File: src/rtl/mult16_seq_pkg.sv
// Shared constants and state encoding for the sequential 16x16 nibble multiplier.
package mult16_seq_pkg;

   localparam int OP_W   = 16;
   localparam int NIB_W  = 4;
   localparam int PROD_W = 32;
   localparam int STEPS  = 16;
   localparam int STEP_W = 4;

   typedef enum logic [1:0] {
      IDLE = 2'd0,
      CALC = 2'd1,
      DONE = 2'd2
   } state_t;

endpackage

File: src/rtl/mult16_seq_if.sv
// Operand/product handshake bundle for mult16_seq.
// master = the side offering operands and consuming products; slave = the multiplier.
interface mult16_seq_if;
   import mult16_seq_pkg::*;

   logic              in_valid;
   logic              in_ready;
   logic [OP_W-1:0]   a;
   logic [OP_W-1:0]   b;
   logic              out_valid;
   logic              out_ready;
   logic [PROD_W-1:0] p;
   logic              busy;

   modport master (
      output in_valid, a, b, out_ready,
      input  in_ready, out_valid, p, busy
   );

   modport slave (
      input  in_valid, a, b, out_ready,
      output in_ready, out_valid, p, busy
   );

endinterface

File: src/rtl/multiplier_4_bit.sv
// Combinational 4x4 unsigned multiplier, shared across all nibble steps.
module multiplier_4_bit (
   input  logic [3:0] i_a,
   input  logic [3:0] i_b,
   output logic [7:0] o_p
);

   assign o_p = 8'(i_a) * 8'(i_b);

endmodule

File: src/rtl/mult16_seq.sv
// Sequential 16x16 unsigned multiplier: one 4x4 nibble multiplier time-shared
// over up to 16 steps, IDLE -> CALC -> DONE handshake FSM.
// Optional build macro: MULT16_SEQ_ZERO_SKIP_EN -- skips a whole row of
// partial products when the current b nibble is zero (same product, lower latency).
module mult16_seq
   import mult16_seq_pkg::*;
(
   input  logic        clk,
   input  logic        rst,
   mult16_seq_if.slave bus
);

   state_t              r_state;
   state_t              w_state_next;
   logic [OP_W-1:0]     r_a;
   logic [OP_W-1:0]     r_b;
   logic [PROD_W-1:0]   r_acc;
   logic [STEP_W-1:0]   r_step;

   logic [1:0]          w_i;
   logic [1:0]          w_j;
   logic [NIB_W-1:0]    w_a_nib;
   logic [NIB_W-1:0]    w_b_nib;
   logic [2*NIB_W-1:0]  w_nib_prod;
   logic [4:0]          w_shamt;
   logic [PROD_W-1:0]   w_term;
   logic                w_skip;
   logic                w_last;
   logic [STEP_W-1:0]   w_step_next;
   logic                w_in_ready;
   logic                w_out_valid;
   logic                w_busy;

   // step counter is {j,i}: i selects the a nibble, j the b nibble
   assign w_i     = r_step[1:0];
   assign w_j     = r_step[3:2];
   assign w_a_nib = r_a[{w_i, 2'b00} +: NIB_W];
   assign w_b_nib = r_b[{w_j, 2'b00} +: NIB_W];

   multiplier_4_bit u_nib_mult (
      .i_a (w_a_nib),
      .i_b (w_b_nib),
      .o_p (w_nib_prod)
   );

   // partial product weight is 16^(i+j)
   assign w_shamt = {({1'b0, w_i} + {1'b0, w_j}), 2'b00};
   assign w_term  = PROD_W'(w_nib_prod) << w_shamt;

`ifdef MULT16_SEQ_ZERO_SKIP_EN
   // at the start of a row a zero b nibble makes the whole row zero: jump to next row
   assign w_skip      = (w_i == 2'd0) && (w_b_nib == '0);
   assign w_step_next = w_skip ? {w_j + 2'd1, 2'b00} : r_step + 1'b1;
   assign w_last      = w_skip ? (w_j == 2'd3) : (r_step == STEP_W'(STEPS - 1));
`else
   assign w_skip      = 1'b0;
   assign w_step_next = r_step + 1'b1;
   assign w_last      = (r_step == STEP_W'(STEPS - 1));
`endif

   // FSM state register
   always_ff @(posedge clk) begin
      if (rst) begin
         r_state <= IDLE;
      end else begin
         r_state <= w_state_next;
      end
   end

   // FSM next-state and handshake outputs
   always_comb begin
      w_state_next = r_state;
      w_in_ready   = 1'b0;
      w_out_valid  = 1'b0;
      w_busy       = 1'b0;
      case (r_state)
         IDLE: begin
            w_in_ready = 1'b1;
            if (bus.in_valid) begin
               w_state_next = CALC;
            end
         end
         CALC: begin
            w_busy = 1'b1;
            if (w_last) begin
               w_state_next = DONE;
            end
         end
         DONE: begin
            w_out_valid = 1'b1;
            if (bus.out_ready) begin
               w_state_next = IDLE;
            end
         end
         default: begin
            w_state_next = IDLE;
         end
      endcase
   end

   // operand latch, step counter and accumulator
   always_ff @(posedge clk) begin
      if (rst) begin
         r_a    <= '0;
         r_b    <= '0;
         r_acc  <= '0;
         r_step <= '0;
      end else if (r_state == IDLE && bus.in_valid) begin
         r_a    <= bus.a;
         r_b    <= bus.b;
         r_acc  <= '0;
         r_step <= '0;
      end else if (r_state == CALC) begin
         if (!w_skip) begin
            r_acc <= r_acc + w_term;
         end
         r_step <= w_step_next;
      end
   end

   assign bus.in_ready  = w_in_ready;
   assign bus.out_valid = w_out_valid;
   assign bus.busy      = w_busy;
   assign bus.p         = r_acc;

endmodule

File: src/flat_wrapper.sv
// flat-port wrapper written by rule: the top's interface ports become plain ports
module mult16_seq_flat import mult16_seq_pkg::*;
  (clk, rst, bus_in_valid, bus_a, bus_b, bus_out_ready, bus_in_ready, bus_out_valid, bus_p, bus_busy);
  mult16_seq_if bus_i ();
  input  logic clk;
  input  logic rst;
  input wire logic [$bits(bus_i.in_valid)-1:0] bus_in_valid;
  input wire logic [$bits(bus_i.a)-1:0] bus_a;
  input wire logic [$bits(bus_i.b)-1:0] bus_b;
  input wire logic [$bits(bus_i.out_ready)-1:0] bus_out_ready;
  output wire logic [$bits(bus_i.in_ready)-1:0] bus_in_ready;
  output wire logic [$bits(bus_i.out_valid)-1:0] bus_out_valid;
  output wire logic [$bits(bus_i.p)-1:0] bus_p;
  output wire logic [$bits(bus_i.busy)-1:0] bus_busy;
  assign bus_i.in_valid = bus_in_valid;
  assign bus_i.a = bus_a;
  assign bus_i.b = bus_b;
  assign bus_i.out_ready = bus_out_ready;
  assign bus_in_ready = bus_i.in_ready;
  assign bus_out_valid = bus_i.out_valid;
  assign bus_p = bus_i.p;
  assign bus_busy = bus_i.busy;
  mult16_seq u_core (.clk(clk), .rst(rst), .bus(bus_i));
endmodule
File: config.mk
export PLATFORM = sky130hd
export DESIGN_NAME = mult16_seq_flat
export DESIGN_NICKNAME = d
export VERILOG_FILES = /design/src/rtl/mult16_seq_pkg.sv /design/src/rtl/mult16_seq_if.sv /design/src/rtl/multiplier_4_bit.sv /design/src/rtl/mult16_seq.sv /design/src/flat_wrapper.sv
export SDC_FILE = /design/constraint.sdc
export NUM_CORES = 1
export LEC_CHECK = 0
export BUFFER_PORTS_ARGS = -buffer_cell sky130_fd_sc_hd__buf_2
export CORE_MARGIN = 5
export CORE_UTILIZATION = 40
export CTS_CLUSTER_SIZE = 8
export DETAILED_ROUTE_END_ITERATION = 10
export SLEW_MARGIN = 20
export SYNTH_ARGS = -nofsm -noshare
export SYNTH_HDL_FRONTEND = slang
export SYNTH_HIERARCHICAL = 1
export SYNTH_SLANG_ARGS = --single-unit
File: constraint.sdc
create_clock -name clk -period 5.7 [get_ports clk]
set_input_delay 0.285 -clock clk [delete_from_list [all_inputs] [get_ports clk]]
set_output_delay 0.285 -clock clk [all_outputs]
set_load 0.02 [all_outputs]
==> results.py, run 1 <==
metrics = {
    "yosys": {
        "ys_types": 57,
        "synth_top_area_cell": "dfxtp_1",
        "ys.flop_type": "dfxtp_1",
        "netlist.area_leader.share": 0.276,
        "synth_seq_cells": 70,
        "netlist_instances": 654,
        "synth_edf_count": 0,
        "synth_area_per_cell_um2": 7.77,
        "syn-num-nets": 741,
        "synth-seq-area-share": 0.276,
        "synthesis.area_um2": 5080,
        "yosys_warnings": 6,
        "synthTopCellsByArea": "dfxtp_1 (28%), ha_1 (11%), nand2_1 (11%)",
        "async_flop_share": 0,
    },
    "timing": {
        "min_period_ns": 5.44,
        "timing.fmax_mhz": 184,
        "maxSlewHeadroom": 0.447,
        "rsz0062_at_grt": "true",
        "finalSetupViolations": 0,
        "tightest_slew_ns": 0.830,
        "fin_worst_skew_ns": 0.00425,
        "period_share": 0.954,
        "finalHoldViolCount": 0,
        "slew_viol_final": 0,
    },
    "layout": {
        "fill_cells": 1295,
        "layout.area.seq_um2": 1410,
        "nets": 803,
        "syn_to_final_growth_pct": 18.5,
        "multi_input_area_um2": 3550,
        "instances_no_fill": 893,
        "drive_gt1_frac": 0.196,
        "fin_area_um2": 6020,
        "diodes": 0,
    },
    "worst_setup_path": {
        "max_stage_delay_ns": 0.56,
        "cp_num_buf_inv": 2,
        "worstPathArrival_ns": 5.72,
        "r2r_setup_slack_ns": 0.26,
        "path_max_fanout": 5,
        "required_ns": 5.98,
        "cpLargestDelayFamily": "compound AO/OA/AOI/OAI gates",
        "crit_type": "flip-flop to flip-flop",
        "cp-end-kind": "flip-flop",
        "critPathLaunchType": "flip-flop",
        "cpMaxStageDelayCell": "mux4_2",
        "path_cells": "mux4_2 -> nand2_1 -> fa_1 -> inv_1 -> fa_1 -> fa_2 -> a21o_2 -> a21oi_1 -> xnor2_1 -> mux2i_1 -> buf_4 -> nor2_1 -> ha_1 -> o21ai_0 -> o21ba_2 -> o2111ai_2 -> a21o_1 -> o41ai_2 -> nand2_1 -> mux2_4 -> o211ai_2",
    },
    "die": {
        "num_rows": 41,
        "die_w_um": 123,
        "start_util": 0.406,
        "core_um2": 12500,
        "ioPinCount": 71,
        "die_area_um2": 15100,
        "die-height_um": 123,
    },
    "grt": {
        "grt_util_met2": 0.324,
        "overflow": 0,
        "grt_pass1_wl_mm": 22.4,
        "grt_usage": 0.190,
        "antenna_found_initial": 0,
        "grt_pass1_vias": 4678,
        "top_usage_layer": "met2",
        "grt_use_met3": 0.0387,
        "grt_max_degree": 37,
        "grt_util_met1": 0.231,
    },
    "detailed_routing": {
        "first_iter_violations": 270,
        "firstDrtPassIters": 4,
        "viasPerCell": 5.30,
        "wl_per_cell_um": 15.4,
        "drc": 0,
        "routed_wl_mm": 13.8,
        "antenna_left": 0,
        "num_vias": 4729,
    },
    "clocking": {
        "insertion_delay_ns": 0.35,
        "cts_root_buffer": "clkbuf_16",
        "cts_tree": "yes",
        "cts_buffers": 9,
        "clock-sinks": 70,
        "clk_pin_slew_ns": 0.06,
        "ctsHoldBuffers": 0,
        "h-tree-depth": 3,
        "clockBufferDepth": 2,
        "postCtsSetupRepairBufs": 0,
    },
    "job": {
        "cap_violations": 0,
    },
    "hold_path": {
        "hold_path_class": "input port to flip-flop",
    },
    "placement": {
        "dp.cells": 877,
        "place_area_um2": 5620,
        "port_buffers": 70,
        "dp_hpwl_mm": 10.7,
        "routabilityCongestion": 0.922,
    },
    "status": {
        "status": "finished, final reports clean",
    },
    "power_and_ir_drop": {
        "peakVddDrop_uv": 167,
        "p_leak_uw": 0.00260,
        "p_per_area_nw_per_um2": 217,
    },
}
## layer usage
metal / vias up / wire (um) / part of all wire
met5: - / 0 / 0
met4: 0 / 362 / 0.026
met3: 26 / 574 / 0.042
met2: 94 / 6680 / 0.48
met1: 2204 / 6160 / 0.45
li1: 2405 / - / -
## layout by cell type (no fill, tap or decap), types with 3 or more instances in the layout
cell type  count
nand2_1      146
a21oi_1       84
buf_2         70
dfxtp_1       68
ha_1          43
nor2_1        42
xnor2_1       20
and2_1        19
o21ai_0       19
inv_1         16
buf_4         15
xor2_1        14
a21o_1        12
clkbuf_16      9
nor2b_1        9
mux4_2         8
nor3_1         7
nand4_1        7
nand3_1        6
nand2b_1       5
a22o_1         5
or3_1          5
a21oi_2        5
o21bai_1       5
a211oi_1       5
a31oi_1        5
fa_1           5
a22oi_1        4
and3_1         4
o21a_1         4
o211ai_2       4
mux2i_1        3
nor3b_1        3
## sequential cells by signal, indices dropped and copies added (netlist names)
register / cells
u_core/r_b: 16
u_core/bus.p: 32
u_core/r_a: 16
u_core/r_step: 4
u_core/r_state: 2
## kinds of logic (layout without fill, tap and decap cells)
group | after synthesis | count (layout) | synth area share
compound gates | 175 | 175 | 0.219
xor+xnor | 34 | 34 | 0.0586
fa+ha+maj | 51 | 51 | 0.135
buf+inv | 51 | 118 | 0.0394
flops | 70 | 70 | 0.276
mux | 13 | 13 | 0.0463
simple gates | 260 | 260 | 0.226
## where the power goes
part / switching [uW] / internal, uW / total, uW
Clock: 226 / 387 / 613
Sequential: 14.9 / 511 / 526
Combinational: 109 / 59.2 / 169
## final cells by class
| cell class | instances | share of cell area |
|---|---|---|
| Clock buffer | 10 | 0.0380 |
| Clock inverter | 6 | 0.0156 |
| Inverter | 17 | 0.0106 |
| Multi-Input combinational cell | 533 | 0.589 |
| Sequential cell | 70 | 0.234 |
| Tap cell | 172 | 0.0358 |
| Timing Repair Buffer | 85 | 0.0769 |
## worst register-to-register path, stage by stage, from the launching register on
cell and delay [ns]:
dfxtp_4 0.39, mux4_2 0.56, nand2_1 0.13, fa_1 0.40, inv_1 0.09, fa_1 0.44, fa_2 0.43, a21o_2 0.22
a21oi_1 0.16, xnor2_1 0.13, mux2i_1 0.15, buf_4 0.16, nor2_1 0.05, ha_1 0.34, o21ai_0 0.09, o21ba_2 0.29
o2111ai_2 0.20, a21o_1 0.26, o41ai_2 0.35, nand2_1 0.14, mux2_4 0.32, o211ai_2 0.06
## repair_timing
item | CTS | global route
resized for setup | 1 | 16
setup endpoints to repair | 1 | 10
pin swaps | 0 | 2
## path summary, 6_finish.rpt
path,from,end,depth (start not counted)
min,bus_b[11],u_core/r_b[11],3
max,u_core/r_step[0],u_core/bus.p[28],21
min reg2reg,u_core/r_a[12],u_core/r_a[12],2
max reg2reg,u_core/r_step[0],u_core/bus.p[28],21
## metrics by stage
stage | setup TNS, ns | power (uW) | util | worst slack (ns) | hold slack [ns]
after global placement | 0 | 700 | 0.449 | 0.182 | 0.451
final | 0 | 1310 | 0.481 | 0.261 | 0.173
after CTS | 0 | 1330 | 0.475 | 0.0237 | 0.157
after floorplan | 0 | 648 | - | 0.345 | 0.421
after detailed placement | 0 | 705 | 0.449 | 0.0448 | 0.449
after global routing | -0.0300 | 1370 | 0.481 | -0.0238 | 0.169
## cells in the mapped netlist (2+ instances only)
cell type,instances
nand4_1,7
a21o_2,2
o21ai_0,19
or3_1,5
o21ai_1,2
a31oi_1,5
o211ai_2,4
buf_2,3
a22oi_1,4
a211oi_1,5
o31ai_1,2
a21oi_2,4
dfxtp_1,70
inv_1,16
nand3_1,6
fa_1,6
a21o_1,12
ha_1,45
nor2b_1,9
and3_1,4
nor2_1,43
nor3_1,7
o211ai_1,2
a21oi_1,86
xnor2_1,20
nand2_1,147
nand2b_1,5
a32oi_1,2
o21a_1,4
nor3b_1,3
o21bai_1,5
mux2i_1,4
a22o_1,5
xor2_1,14
and2_1,19
mux4_2,8
o21ba_2,2
clkbuf_1,29
Note: power is estimated with default switching activity, not from simulation.
==> run 2: changes to the inputs <==
- RECOVER_POWER: unset -> 25
==> results.py, run 2 (synthesis results as in run 1) <==
metrics = {
    "status": {
        "status": "finished, final reports clean",
    },
    "worst_setup_path": {
        "crit_path_end": "u_core/bus.p[28]",
        "startpoint": "u_core/r_step[0]",
        "cp-end-kind": "flip-flop",
        "max_stage_delay_ns": 0.56,
        "rr_worst_depth": 21,
        "crit_type": "flip-flop to flip-flop",
        "r2r-end": "u_core/bus.p[28]",
        "r2r_setup_slack_ns": 0.25,
        "cpMaxStageDelayCell": "mux4_2",
        "rr_startpoint": "u_core/r_step[0]",
        "critPathLaunchType": "flip-flop",
        "path_max_fanout": 5,
        "worstPathArrival_ns": 5.72,
        "required_ns": 5.98,
        "path_cells": "mux4_2 -> nand2_1 -> fa_1 -> inv_1 -> fa_1 -> fa_2 -> a21o_2 -> a21oi_1 -> xnor2_1 -> mux2i_1 -> buf_4 -> nor2_1 -> ha_1 -> o21ai_0 -> o21ba_2 -> o2111ai_2 -> a21o_1 -> o41ai_2 -> nand2_1 -> mux2_4 -> o211ai_2",
    },
    "job": {
        "cap_violations": 0,
    },
    "placement": {
        "post-place-ws_ns": 0.0448,
        "dp_hpwl_mm": 10.7,
        "port_buffers": 70,
        "dp.cells": 877,
        "routabilityCongestion": 0.922,
    },
    "clocking": {
        "cts_tree": "yes",
        "h-tree-depth": 3,
        "clock-sinks": 70,
        "clk_pin_slew_ns": 0.06,
        "insertion_delay_ns": 0.34,
        "ctsHoldBuffers": 0,
        "cts_buffers": 9,
        "clockBufferDepth": 2,
        "postCtsSetupRepairBufs": 0,
        "cts_root_buffer": "clkbuf_16",
    },
    "die": {
        "core_um2": 12500,
        "start_util": 0.406,
        "ioPinCount": 71,
        "die_w_um": 123,
        "num_rows": 41,
        "die-height_um": 123,
        "die_area_um2": 15100,
    },
    "grt": {
        "grt_pass1_wl_mm": 22.4,
        "antenna_found_initial": 0,
        "grt_pass1_vias": 4678,
        "grt_usage": 0.190,
        "overflow": 0,
        "grt_max_degree": 37,
    },
    "detailed_routing": {
        "wl_per_cell_um": 15.5,
        "antenna_left": 0,
        "viasPerCell": 5.30,
        "drc": 0,
        "routed_wl_mm": 13.9,
        "firstDrtPassIters": 5,
        "num_vias": 4737,
        "first_iter_violations": 278,
    },
    "timing": {
        "tightest_slew_ns": 0.771,
        "fin_worst_skew_ns": 0.00469,
        "min_period_ns": 5.45,
        "finalHoldViolCount": 0,
        "finalWorstSetupSlack_ns": 0.250,
        "period_share": 0.956,
        "slew_viol_final": 0,
        "finalSetupViolations": 0,
        "timing.fmax_mhz": 183,
        "rsz0062_at_grt": "true",
        "maxSlewHeadroom": 0.486,
    },
    "power_and_ir_drop": {
        "switching_share": 0.268,
        "p_per_area_nw_per_um2": 218,
        "intPower_uw": 956,
        "p_leak_uw": 0.00249,
        "p_comb_frac": 0.129,
        "power_frac_clock": 0.469,
        "p_sw_uw": 350,
        "peakVddDrop_uv": 167,
        "p_seq_frac": 0.402,
    },
    "layout": {
        "final_common_cell": "nand2_1",
        "largest_reg_flops": 32,
        "layout.area.seq_um2": 1410,
        "fill_cells": 1303,
        "nets": 803,
        "multi_input_area_um2": 3550,
        "syn_to_final_growth_pct": 17.9,
        "instances_no_fill": 893,
        "layout.cells.most_common_list": "nand2_1 (146), a21oi_1 (84), dfxtp_1 (68)",
        "drive_gt1_frac": 0.161,
        "diodes": 0,
    },
    "hold_path": {
        "hold_path_class": "input port to flip-flop",
    },
}
-- run 2: cell count changes in the layout (fill, tap and decap cells not counted) --
cell	previous run	this run
clkbuf_1	1	26
buf_2	70	45
-- run 2: layout make-up --
cell class,count,share of cell area
multi-input cells,533,0.592
inverters,17,0.0107
clock buffers,10,0.0382
clock inverters,6,0.0157
flip-flops and latches,70,0.235
repair buffers,85,0.0721
well taps,172,0.0359
-- run 2: per-stage QoR --
step                      TNS (ns)  area [um2]  utilization  power [uW]  hold WS [ns]
after global placement           0        5620        0.449         700         0.451
final                            0        5990        0.478        1310         0.174
after floorplan                  0        5080            -         648         0.421
after CTS                        0        5940        0.475        1330         0.157
after detailed placement         0        5620        0.449         705         0.449
after global routing       -0.0300        5990        0.478        1370         0.169
-- run 2: layer usage --
layer | wire length (um) | share of wire | track usage | vias to the layer above
met1 | 6130 | 0.44 | 0.231 | 2210
met2 | 6810 | 0.49 | 0.324 | 95
met4 | 322 | 0.023 | 0.0882 | 0
met3 | 606 | 0.044 | 0.0387 | 23
met5 | 0 | 0 | 0 | -
li1 | - | - | - | 2409
-- run 2: worst min path at each step --
| stage | from | end | cells past startpoint |
|---|---|---|---|
| 4_1_cts | bus_b[15] | u_core/r_b[15] | 3 |
| 3_5_place_dp | u_core/r_a[12] | u_core/r_a[12] | 2 |
| 6_report | bus_b[11] | u_core/r_b[11] | 3 |
| 5_1_grt | bus_b[11] | u_core/r_b[11] | 3 |
| 2_1_floorplan | bus_a[0] | u_core/r_a[0] | 2 |
| 3_3_place_gp | u_core/r_a[7] | u_core/r_a[7] | 2 |
-- run 2: power by group through the flow --
stage               Clock (uW)  Combinational (uW)  Sequential, uW
global route               651                 188             529
floorplan                    0                 116             532
CTS                        633                 168             527
global placement             0                 163             536
detailed placement           0                 168             537
finish                     613                 168             526
-- run 2: critical path, delay by kind of cell (launching register included) --
kind / cells / cell delay [ns]
compound gates: 8 / 1.64
fa+ha+maj: 4 / 1.61
mux: 3 / 1.03
flops: 1 / 0.39
simple gates: 3 / 0.32
buf+inv: 2 / 0.25
xor+xnor: 1 / 0.13
-- run 2: timing repair --
action / in CTS / in global routing
resized for setup: 1 / 16
pin swaps: 0 / 2
endpoints found under the setup margin: 1 / 10
==> run 3: changes to the inputs <==
- CORE_UTILIZATION: 40 -> 25
==> results.py, run 3 (synthesis results as in run 1) <==
metrics = {
    "timing": {
        "period_share": 0.949,
        "finalSetupViolations": 0,
        "fin_setup_tns_ns": 0,
        "rsz0062_at_grt": "true",
        "maxSlewHeadroom": 0.555,
        "finalHoldViolCount": 0,
        "tightest_slew_ns": 0.665,
        "min_period_ns": 5.41,
        "slew_viol_final": 0,
        "fin_worst_skew_ns": 0.0115,
        "whs_ns": 0.172,
        "timing.fmax_mhz": 185,
    },
    "die": {
        "ioPinCount": 71,
        "die-height_um": 153,
        "die_area_um2": 23300,
        "die_w_um": 153,
        "start_util": 0.253,
        "core_um2": 20100,
        "num_rows": 52,
    },
    "clocking": {
        "clk_pin_slew_ns": 0.06,
        "insertion_delay_ns": 0.35,
        "cts_buffers": 9,
        "clock-sinks": 70,
        "h-tree-depth": 3,
        "cts_tree": "yes",
        "cts_root_buffer": "clkbuf_16",
        "clockBufferDepth": 2,
    },
    "layout": {
        "layout.cells.most_common_list": "nand2_1 (147), a21oi_1 (85), dfxtp_1 (67)",
        "largest_reg_flops": 32,
        "diodes": 0,
        "drive_gt1_frac": 0.163,
        "post-route-util": 0.305,
        "syn_to_final_growth_pct": 20.5,
        "instances_no_fill": 994,
        "final_common_cell": "nand2_1",
        "nets": 806,
    },
    "worst_setup_path": {
        "crit_type": "flip-flop to flip-flop",
        "required_ns": 5.98,
        "worstPathArrival_ns": 5.69,
        "cp-end-kind": "flip-flop",
        "critPathLaunchType": "flip-flop",
        "path_max_fanout": 6,
    },
    "placement": {
        "dp.cells": 977,
        "routabilityCongestion": 0.889,
        "dp_hpwl_mm": 10.8,
        "port_buffers": 70,
    },
    "detailed_routing": {
        "first_iter_violations": 252,
        "antenna_left": 0,
        "routed_wl_mm": 14.1,
        "wl_per_cell_um": 14.2,
        "num_vias": 4704,
        "drc": 0,
        "firstDrtPassIters": 5,
        "viasPerCell": 4.73,
    },
    "grt": {
        "grt_pass1_wl_mm": 23.0,
        "overflow": 0,
        "antenna_found_initial": 0,
        "grt_max_degree": 37,
        "grt_usage": 0.122,
        "grt_pass1_vias": 4563,
    },
    "power_and_ir_drop": {
        "p_leak_uw": 0.00255,
        "p_per_area_nw_per_um2": 215,
        "peakVddDrop_uv": 139,
    },
    "job": {
        "cap_violations": 0,
    },
    "hold_path": {
        "hold_path_class": "input port to flip-flop",
    },
    "status": {
        "status": "finished, final reports clean",
    },
}
==> run 3: cell types whose count changed in the layout (fill, tap and decap cells not counted), sizes merged <==
cell / delta
clkinv: +2
clkbuf: -1
clkinvlp: -1
buf: +3
==> run 3: final cells by class <==
| class | instances | area (um2) |
|---|---|---|
| Clock buffer | 9 | 225 |
| Clock inverter | 7 | 96.3 |
| Fill cell | 2180 | 14000 |
| Inverter | 17 | 63.8 |
| Multi-Input combinational cell | 533 | 3530 |
| Sequential cell | 70 | 1410 |
| Tap cell | 270 | 338 |
| Timing Repair Buffer | 88 | 454 |
==> run 3: worst paths after layout <==
kind	start	to	slack [ns]	depth (start not counted)
max	u_core/r_step[0]	u_core/bus.p[31]	0.29	22
min	bus_a[12]	u_core/r_a[12]	0.17	3
max reg2reg	u_core/r_step[0]	u_core/bus.p[31]	0.29	22
min reg2reg	u_core/r_b[3]	u_core/r_b[3]	0.45	2
==> run 3: critical path: stages (launching register included) <==
cell and delay [ns]:
dfxtp_4 0.40, mux4_2 0.55, nand2_1 0.12, fa_1 0.39, inv_1 0.08, fa_1 0.45
fa_1 0.47, a21o_2 0.23, a21oi_1 0.17, xnor2_1 0.20, mux2i_1 0.11, buf_4 0.17
nor2_1 0.12, ha_1 0.31, a21oi_1 0.24, nor2_1 0.09, a22o_1 0.27, a31oi_4 0.17
o211ai_2 0.11, a21oi_2 0.16, xor2_1 0.10, or3_1 0.31, a21oi_1 0.14
==> run 3: power by group <==
part | internal (uW) | switching [uW]
clock network | 385 | 233
registers | 511 | 14.8
logic | 60.4 | 110
==> run 3: metal layers <==
| layer | wire length (um) | up-vias | global-route usage |
|---|---|---|---|
| li1 | - | 2413 | - |
| met4 | 246 | 0 | 0.0395 |
| met1 | 6750 | 2144 | 0.165 |
| met5 | 0 | - | 0 |
| met3 | 898 | 22 | 0.0369 |
| met2 | 6230 | 125 | 0.185 |
==> run 3: timing repair <==
item | 4_1_cts | 5_1_grt
gates resized for setup | 1 | 16
endpoints found under the hold margin | 0 | 0
endpoints found under the setup margin | 1 | 13
pin swaps | 0 | 3
buffers inserted | 0 | 1
hold buffers | 0 | 0
==> run 3: per-stage QoR <==
step	area, um2	setup WS [ns]	total power [uW]
detailed placement	5760	-0.00743	707
floorplan	5080	0.345	648
global placement	5760	0.0307	705
finish	6120	0.288	1310
CTS	6080	0.00967	1330
global route	6120	-0.0202	1380
